File: config.mk
export PLATFORM = sky130hd
export DESIGN_NAME = rx_filter_sequencer
export DESIGN_NICKNAME = d
export VERILOG_FILES = /design/src/rtl/rx_filter_sequencer.sv
export SDC_FILE = /design/constraint.sdc
export NUM_CORES = 1
export LEC_CHECK = 0
export BUFFER_PORTS_ARGS = -buffer_cell sky130_fd_sc_hd__clkbuf_2
export CAP_MARGIN = 20
export CELL_PAD_IN_SITES_DETAIL_PLACEMENT = 0
export CELL_PAD_IN_SITES_GLOBAL_PLACEMENT = 1
export CORE_ASPECT_RATIO = 1.1
export CORE_MARGIN = 1
export CORE_UTILIZATION = 27
export DETAILED_ROUTE_END_ITERATION = 16
export HOLD_SLACK_MARGIN = 0.03
export PLACE_DENSITY = 0.76
export RECOVER_POWER = 50
export REMOVE_ABC_BUFFERS = 1
export SLEW_MARGIN = 15
export SYNTH_ARGS = -nofsm -noshare
export SYNTH_HDL_FRONTEND = slang
export SYNTH_SLANG_ARGS = --single-unit
File: constraint.sdc
create_clock -name crx_clk -period 1.6 [get_ports crx_clk]
set_input_delay 0.16 -clock crx_clk [delete_from_list [all_inputs] [get_ports crx_clk]]
set_output_delay 0.16 -clock crx_clk [all_outputs]
set_load 0.02 [all_outputs]
File: src/rtl/rx_filter_sequencer.sv
// rx_filter_sequencer: control sequencer for a 128-tap receive FIR filter.
// Accepts one sample at a time, writes it into the circular sample RAM,
// walks the 128 taps against the coefficient RAM, then dumps the MAC result.
// Host coefficient writes are only serviced while idle.
// Optional feature: define RX_FILTER_SEQ_OVR_CNT_EN to build the saturating
// lost-sample counter behind oovr_cnt; otherwise oovr_cnt reads 0.
//
// state   | meaning
// --------+------------------------------------------------------------
// S_IDLE  | ready for a sample; otherwise services a pending coeff write
// S_CFG   | one-cycle coefficient RAM write, grant to host
// S_WRITE | store accepted sample at wr_ptr, clear accumulator
// S_MAC   | tap k = 0..127: coeff[k] and sample[wr_ptr-k] read addresses
// S_FLUSH | last delayed accumulate of tap 127
// S_DUMP  | transfer accumulator to output, advance wr_ptr

module rx_filter_sequencer (
    input  logic        crx_clk,
    input  logic        rrx_rst_n,
    input  logic        erx_en,
    input  logic        isample_valid,
    output logic        osample_ready,
    output logic        osample_we,
    output logic [6:0]  osample_wr_addr,
    output logic [6:0]  osample_rd_addr,
    output logic [6:0]  ocoeff_addr,
    output logic        ocoeff_we,
    output logic [15:0] ocoeff_wdata,
    output logic        omac_clr,
    output logic        omac_en,
    output logic        omac_dump,
    output logic        ofilt_valid,
    input  logic        icfg_req,
    input  logic [6:0]  icfg_addr,
    input  logic [15:0] icfg_data,
    output logic        ocfg_gnt,
    output logic        ooverrun,
    output logic [15:0] oovr_cnt
);

    typedef enum logic [2:0] {
        S_IDLE,
        S_CFG,
        S_WRITE,
        S_MAC,
        S_FLUSH,
        S_DUMP
    } state_t;

    state_t     state;
    state_t     state_nxt;
    logic [6:0] wr_ptr;
    logic [6:0] tap_k;
    logic       mac_en_q;
    logic       sample_drop;

    // State register; reset wins over everything
    always_ff @(posedge crx_clk) begin
        if (!rrx_rst_n) begin
            state <= S_IDLE;
        end else begin
            state <= state_nxt;
        end
    end

    // Next-state decode and Moore outputs; disable forces IDLE
    always_comb begin
        state_nxt       = state;
        osample_ready   = (state == S_IDLE) && rrx_rst_n && erx_en;
        osample_we      = 1'b0;
        osample_wr_addr = 7'd0;
        osample_rd_addr = 7'd0;
        ocoeff_addr     = 7'd0;
        ocoeff_we       = 1'b0;
        ocoeff_wdata    = 16'd0;
        omac_clr        = 1'b0;
        omac_dump       = 1'b0;
        ofilt_valid     = 1'b0;
        ocfg_gnt        = 1'b0;
        case (state)
            S_IDLE: begin
                if (isample_valid && osample_ready) begin
                    state_nxt = S_WRITE;
                end else if (icfg_req) begin
                    state_nxt = S_CFG;
                end
            end
            S_CFG: begin
                ocoeff_we    = 1'b1;
                ocoeff_addr  = icfg_addr;
                ocoeff_wdata = icfg_data;
                ocfg_gnt     = 1'b1;
                state_nxt    = S_IDLE;
            end
            S_WRITE: begin
                osample_we      = 1'b1;
                osample_wr_addr = wr_ptr;
                omac_clr        = 1'b1;
                state_nxt       = S_MAC;
            end
            S_MAC: begin
                ocoeff_addr     = tap_k;
                osample_rd_addr = wr_ptr - tap_k;
                if (tap_k == 7'd127) begin
                    state_nxt = S_FLUSH;
                end
            end
            S_FLUSH: begin
                state_nxt = S_DUMP;
            end
            S_DUMP: begin
                omac_dump   = 1'b1;
                ofilt_valid = 1'b1;
                state_nxt   = S_IDLE;
            end
            default: begin
                state_nxt = S_IDLE;
            end
        endcase
        if (!erx_en) begin
            state_nxt = S_IDLE;
        end
    end

    // Tap counter runs only in MAC; write pointer advances once per result
    always_ff @(posedge crx_clk) begin
        if (!rrx_rst_n || !erx_en) begin
            wr_ptr <= 7'd0;
            tap_k  <= 7'd0;
        end else begin
            tap_k <= (state == S_MAC) ? tap_k + 7'd1 : 7'd0;
            if (state == S_DUMP) begin
                wr_ptr <= wr_ptr + 7'd1;
            end
        end
    end

    // Accumulate strobe trails MAC occupancy by the RAM read latency
    always_ff @(posedge crx_clk) begin
        if (!rrx_rst_n) begin
            mac_en_q <= 1'b0;
        end else begin
            mac_en_q <= erx_en && (state == S_MAC);
        end
    end

    assign omac_en     = mac_en_q;
    assign sample_drop = isample_valid && !osample_ready;

    // Sticky overrun flag; survives disable, cleared only by reset
    always_ff @(posedge crx_clk) begin
        if (!rrx_rst_n) begin
            ooverrun <= 1'b0;
        end else if (sample_drop) begin
            ooverrun <= 1'b1;
        end
    end

`ifdef RX_FILTER_SEQ_OVR_CNT_EN
    logic [15:0] ovr_cnt_q;

    // Saturating count of dropped samples
    always_ff @(posedge crx_clk) begin
        if (!rrx_rst_n) begin
            ovr_cnt_q <= 16'd0;
        end else if (sample_drop && (ovr_cnt_q != 16'hFFFF)) begin
            ovr_cnt_q <= ovr_cnt_q + 16'd1;
        end
    end

    assign oovr_cnt = ovr_cnt_q;
`else
    assign oovr_cnt = 16'd0;
`endif

endmodule

# Yosys cells after proc, flatten, opt, wreduce, memory -nomap -nowiden
# Cells that the tools add are included.
dict set report totals {
  elab_cells 41
  output_inout_bits 62
  ff_bits 19
  inputBits 28
}
dict set report classes {
  n_mux 11
  add_sub_neg 3
  eq_ne 8
  bitwise 1
  n_reduce_logical 13
}
# op count
set ops {}
lappend ops {{$mux 16} 1}
lappend ops {{$add 7x1->7 const B} 2}
lappend ops {{$mux 7} 2}
lappend ops {{$pmux 7 s2} 1}
lappend ops {{$pmux 3 s4} 1}
lappend ops {{$mux 3} 3}
lappend ops {{$eq 7x7->1 const B} 1}
lappend ops {{$sub 7x7->7} 1}
lappend ops {{$eq 3x2->1 const B} 2}
lappend ops {{$eq 3x3->1 const B} 2}
lappend ops {{$logic_and 1x1->1} 5}
lappend ops {{$reduce_and 2->1} 2}
lappend ops {{$eq 3x1->1 const B} 1}
lappend ops {{$logic_not 1->1} 3}
lappend ops {{$logic_not 3->1} 1}
lappend ops {{$mux 1} 3}
lappend ops {{$ne 3x2->1 const B} 1}
lappend ops {{$ne 2x2->1 const B} 1}
lappend ops {{$reduce_or 2->1} 1}
lappend ops {{$logic_or 1x1->1} 1}
lappend ops {{$not 1->1} 1}

# Logic depth before layout (Yosys ltp)
dict set report logic_depth {
  depth_word 6
  depth_mapped 7
  ltp_nobuf 7
}

# Worst setup path after synthesis
# No wires, ideal clock.
dict set report synth_path {
  path_type {register to output}
  start {register wr_ptr[0]}
  end {output port osample_rd_addr[4]}
  arrival_ps 1811
  path_slack_ps -371
  t_required_ps 1440
  n_path_buf 0
  path_stages_with_launch 7
  cell_sequence {dfxtp_1 -> inv_1 -> ha_1 -> fa_1 -> nor2b_1 -> o21ai_0 -> a211oi_1}
}
dict set report synth_between {
  elab_chain_len 2
}
# item line_no
set synth_rtl {}
lappend synth_rtl {{start: declaration} 52} ;# logic [6:0] wr_ptr;
lappend synth_rtl {{start signal: assignment} 133} ;# wr_ptr <= wr_ptr + 7'd1;
lappend synth_rtl {{$sub 7x7->7} 103} ;# osample_rd_addr = wr_ptr - tap_k;
lappend synth_rtl {{$mux 7} 80} ;# case (state)
lappend synth_rtl {{end: declaration} 25} ;# output logic [6:0] osample_rd_addr,
# No other way between the ends.

# Worst setup path after layout
dict set report layout_path {
  start {register tap_k[1]}
  end {output port osample_rd_addr[5]}
}
dict set report layout_between {
  elab_chain_len 2
}
# item line_no
set layout_rtl {}
lappend layout_rtl {{start: declaration} 53} ;# logic [6:0] tap_k;
lappend layout_rtl {{start signal: assignment} 131} ;# tap_k <= (state == S_MAC) ? tap_k + 7'd1 : 7'd0;
lappend layout_rtl {{$sub 7x7->7} 103}
lappend layout_rtl {{$mux 7} 80}
# No other way between the ends.

==> flow_summary_export.csv <==
group,metric,value,unit
detailed_routing,post_drt_wl_per_cell,12.4,µm
yosys,post_synth_edffs,0,
layout,final_layout_size_suffix_gt1_share,54.8,%
yosys,netlist_area,1530,µm²
clocking,cts.path.max_buffers,2,
sta,maxClockFrequency,485,MHz
sta,timing_hold_violations_final,0,
run_status,result_of_the_run,"finished with violations",
yosys,synth-async-reset-ratio,0,%
yosys,yosys-top-cells-area,"sky130_fd_sc_hd__dfxtp_1, sky130_fd_sc_hd__buf_4, sky130_fd_sc_hd__and2_1, sky130_fd_sc_hd__ha_1, sky130_fd_sc_hd__nor2_1",
layout,syn_to_final_growth,73.5,%
setup_path,crit_path_end_kind,"output pin",
setup_path,crit_required,1.44,ns
die,start_util,28.2,%
setup_path,worst_path_largest_cell_delay,0.40,ns
detailed_routing,first_pass_iters,4,
die,floorplan.core_area,5430,µm²
setup_path,critical_path.max_fanout,3,
clocking,holdBufCountCts,0,
sta,setup_viol_count_final,44,
power_and_ir_drop,peakVddDrop,323,µV
place,dp_hpwl,3310,µm
sta,holdWs,0.166,ns
die,die_w,73.8,µm
yosys,syn-mean-instance-area,7.55,µm²
layout,antenna_fix_cells,0,
flow_run,max_cap_violations,0,
yosys,synth_largest_area_cell,"sky130_fd_sc_hd__dfxtp_1",
sta,report.final.slew_viol_count,0,
clocking,clk_transition_reported_paths,0.07,ns
sta,rsz_0062_raised_after_global_routing,"true",
detailed_routing,dr.first_iter.drc_count,75,
detailed_routing,via_count,1663,
setup_path,setup.worst_path.start_class,"flop",
place,place.port_buffers,73,
run_status,violations,"negative setup slack",
layout,final_cell_count_no_fill,389,
setup_path,worst-r2r-setup-slack,-0.01,ns
min_path,min-delay-path-class,"in2reg",
yosys,synth_top_cell_area_share,24.8,%
place,post-place-ws,-0.351,ns
grt,globalRoute.totalOverflow,0,
clocking,clk-insertion-delay-late,0.26,ns
yosys,synth.lib_cells_used.distinct,40,
clocking,number_of_clock_buffers_inserted_by_tritoncts,3,
sta,final_period_minus_worst_setup_slack,2.06,ns
clocking,cts_root_buffer,"sky130_fd_sc_hd__clkbuf_8",
yosys,yosysSeqAreaShare,24.8,%
power_and_ir_drop,p_per_area,412,nW/µm²
setup_path,cpMaxStageDelayCell,"sky130_fd_sc_hd__a2111o_1",
setup_path,cp_cell_sequence,"inv_1 > ha_1 > nor2b_1 > o211ai_1 > a2111o_1 > nand3_1 > buf_4",
sta,setup_ws,-0.463,ns
yosys,netlist_instances,203,
die,fp.dieH,81.0,µm
yosys,yosys_warnings,0,
layout,finalNetCount,352,
yosys,postSynth.topFlopCell,"sky130_fd_sc_hd__dfxtp_1",
clocking,cts_tree,"built",
die,std_cell_rows,28,
sta,final.period_utilization,129,%
setup_path,timing.setup.critical_path_class,"reg2out",
detailed_routing,route.final.wire_length,4840,µm
detailed_routing,final_antenna_net_count,0,
sta,timing.setup.tns,-3.75,ns
grt,number_of_antenna_violations_at_the_first_check_in_global_routing,0,
grt,grt_max_degree,26,
detailed_routing,drt-vias-per-instance,4.28,
grt,grt_pass1_wl,6670,µm
grt,grt_pass1_vias,1457,
die,boundaryPins,90,
yosys,ys_ff_latch,19,
power_and_ir_drop,p_leak,1.25,nW
clocking,htreeDepth,1,
grt,grt_util_all_layers,14.5,%
die,die_area,5980,µm²
detailed_routing,remaining_drc_errors,0,
place,gp_congestion,0.798,
setup_path,cp.arrival,1.90,ns
sta,finClkSkew,0.00219,ns
clocking,cts.sinks,19,
place,post-place-cells,371,
==> cell usage in the layout, fill, tap and decap left out, types with 9 or more instances in the layout <==
| cell type | instances |
|---|---|
| sky130_fd_sc_hd__and2_4 | 17 |
| sky130_fd_sc_hd__buf_4 | 44 |
| sky130_fd_sc_hd__buf_6 | 25 |
| sky130_fd_sc_hd__clkbuf_2 | 37 |
| sky130_fd_sc_hd__conb_1 | 16 |
| sky130_fd_sc_hd__dfxtp_1 | 12 |
| sky130_fd_sc_hd__inv_1 | 9 |
| sky130_fd_sc_hd__nand2_1 | 15 |
| sky130_fd_sc_hd__nor2_1 | 20 |
==> critical path, delay by kind of cell (launching register included) <==
family	cells	cell delay, ns
AND/OR/NAND/NOR	2	0.25
adder cells (fa/ha/maj)	1	0.26
flip-flops	1	0.36
AO/OA/AOI/OAI	2	0.58
buffers and inverters	2	0.20
==> timing repair <==
action | in CTS | in global routing
pin swaps | 14 | 27
gates cloned | 1 | 3
setup buffers | 5 | 6
resized for setup | 50 | 117
endpoints found under the setup margin | 18 | 42
==> layout make-up <==
cell class                 instances  area [µm²]
multi-input combinational        163        1160
tap                               75        93.8
inverter                          10        37.5
sequential                        19         394
clock buffer                       4        45.0
fill                             538        2770
timing repair buffer             118         928
==> through the flow <==
step,utilization (%),total power [mW],cell area (µm²)
2_1_floorplan,-,0.610,1410
3_3_place_gp,38.7,0.684,2100
3_5_place_dp,38.7,0.685,2100
4_1_cts,43.3,1.04,2350
5_1_grt,49.0,1.15,2660
6_report,49.0,1.10,2660
==> cells by family (layout without fill, tap and decap cells) <==
| logic type | count (synthesis) | count (layout) | share of synthesized area [%] |
|---|---|---|---|
| AOI/OAI and AO/OA | 30 | 30 | 12.2 |
| xor gates and xnor gates | 10 | 10 | 5.71 |
| adders and majority gates | 9 | 9 | 7.84 |
| buffers and inverters | 36 | 132 | 14.2 |
| DFF | 19 | 19 | 24.8 |
| muxes | 1 | 1 | 0.653 |
| other | 1 | 16 | 0.245 |
| and+or+nand+nor | 97 | 97 | 34.3 |
==> synth_stat cells, types with 2 or more instances <==
master	n
sky130_fd_sc_hd__xor2_1	2
sky130_fd_sc_hd__ha_1	8
sky130_fd_sc_hd__nand3_1	8
sky130_fd_sc_hd__nor2b_1	6
sky130_fd_sc_hd__or3_1	2
sky130_fd_sc_hd__buf_4	21
sky130_fd_sc_hd__o31ai_1	2
sky130_fd_sc_hd__o21ai_0	10
sky130_fd_sc_hd__or2_2	2
sky130_fd_sc_hd__a21oi_1	8
sky130_fd_sc_hd__and2_1	22
sky130_fd_sc_hd__clkbuf_1	2
sky130_fd_sc_hd__xnor2_1	8
sky130_fd_sc_hd__dfxtp_1	19
sky130_fd_sc_hd__buf_2	3
sky130_fd_sc_hd__inv_1	10
sky130_fd_sc_hd__nor2_1	22
sky130_fd_sc_hd__a22o_1	2
sky130_fd_sc_hd__nor4_1	2
sky130_fd_sc_hd__nand2_1	19
sky130_fd_sc_hd__nor3_1	6
==> registers in the layout, summed over array words and instances, names as in the netlist <==
signal and count:
wr_ptr 7, state 3, ooverrun 1, omac_en 1, tap_k 7
==> path summary, 6_finish.rpt <==
path | startpoint | cells past startpoint | end
worst min register to register | ooverrun$_SDFFE_PN0P_ | 2 | ooverrun$_SDFFE_PN0P_
worst max register to register | state[2]$_SDFFE_PN0P_ | 6 | tap_k[3]$_SDFF_PP0_
worst max-delay path | tap_k[1]$_SDFF_PP0_ | 7 | osample_rd_addr[5]
worst min-delay path | rrx_rst_n | 2 | ooverrun$_SDFFE_PN0P_
==> power breakdown <==
part | switching [mW] | internal, mW | total, mW
combinational | 0.147 | 0.130 | 0.276
clock | 0.164 | 0.177 | 0.342
sequential | 0.00369 | 0.474 | 0.478
==> layer usage <==
layer / GRT usage, % / vias to the layer above / share of wire (%)
li1: - / 862 / -
met1: 18.9 / 754 / 45
met2: 24.9 / 43 / 51
met3: 2.85 / 4 / 3.6
met4: 2.31 / 0 / 0.52
met5: 0 / - / 0
Note: power is estimated with default switching activity, not from simulation.
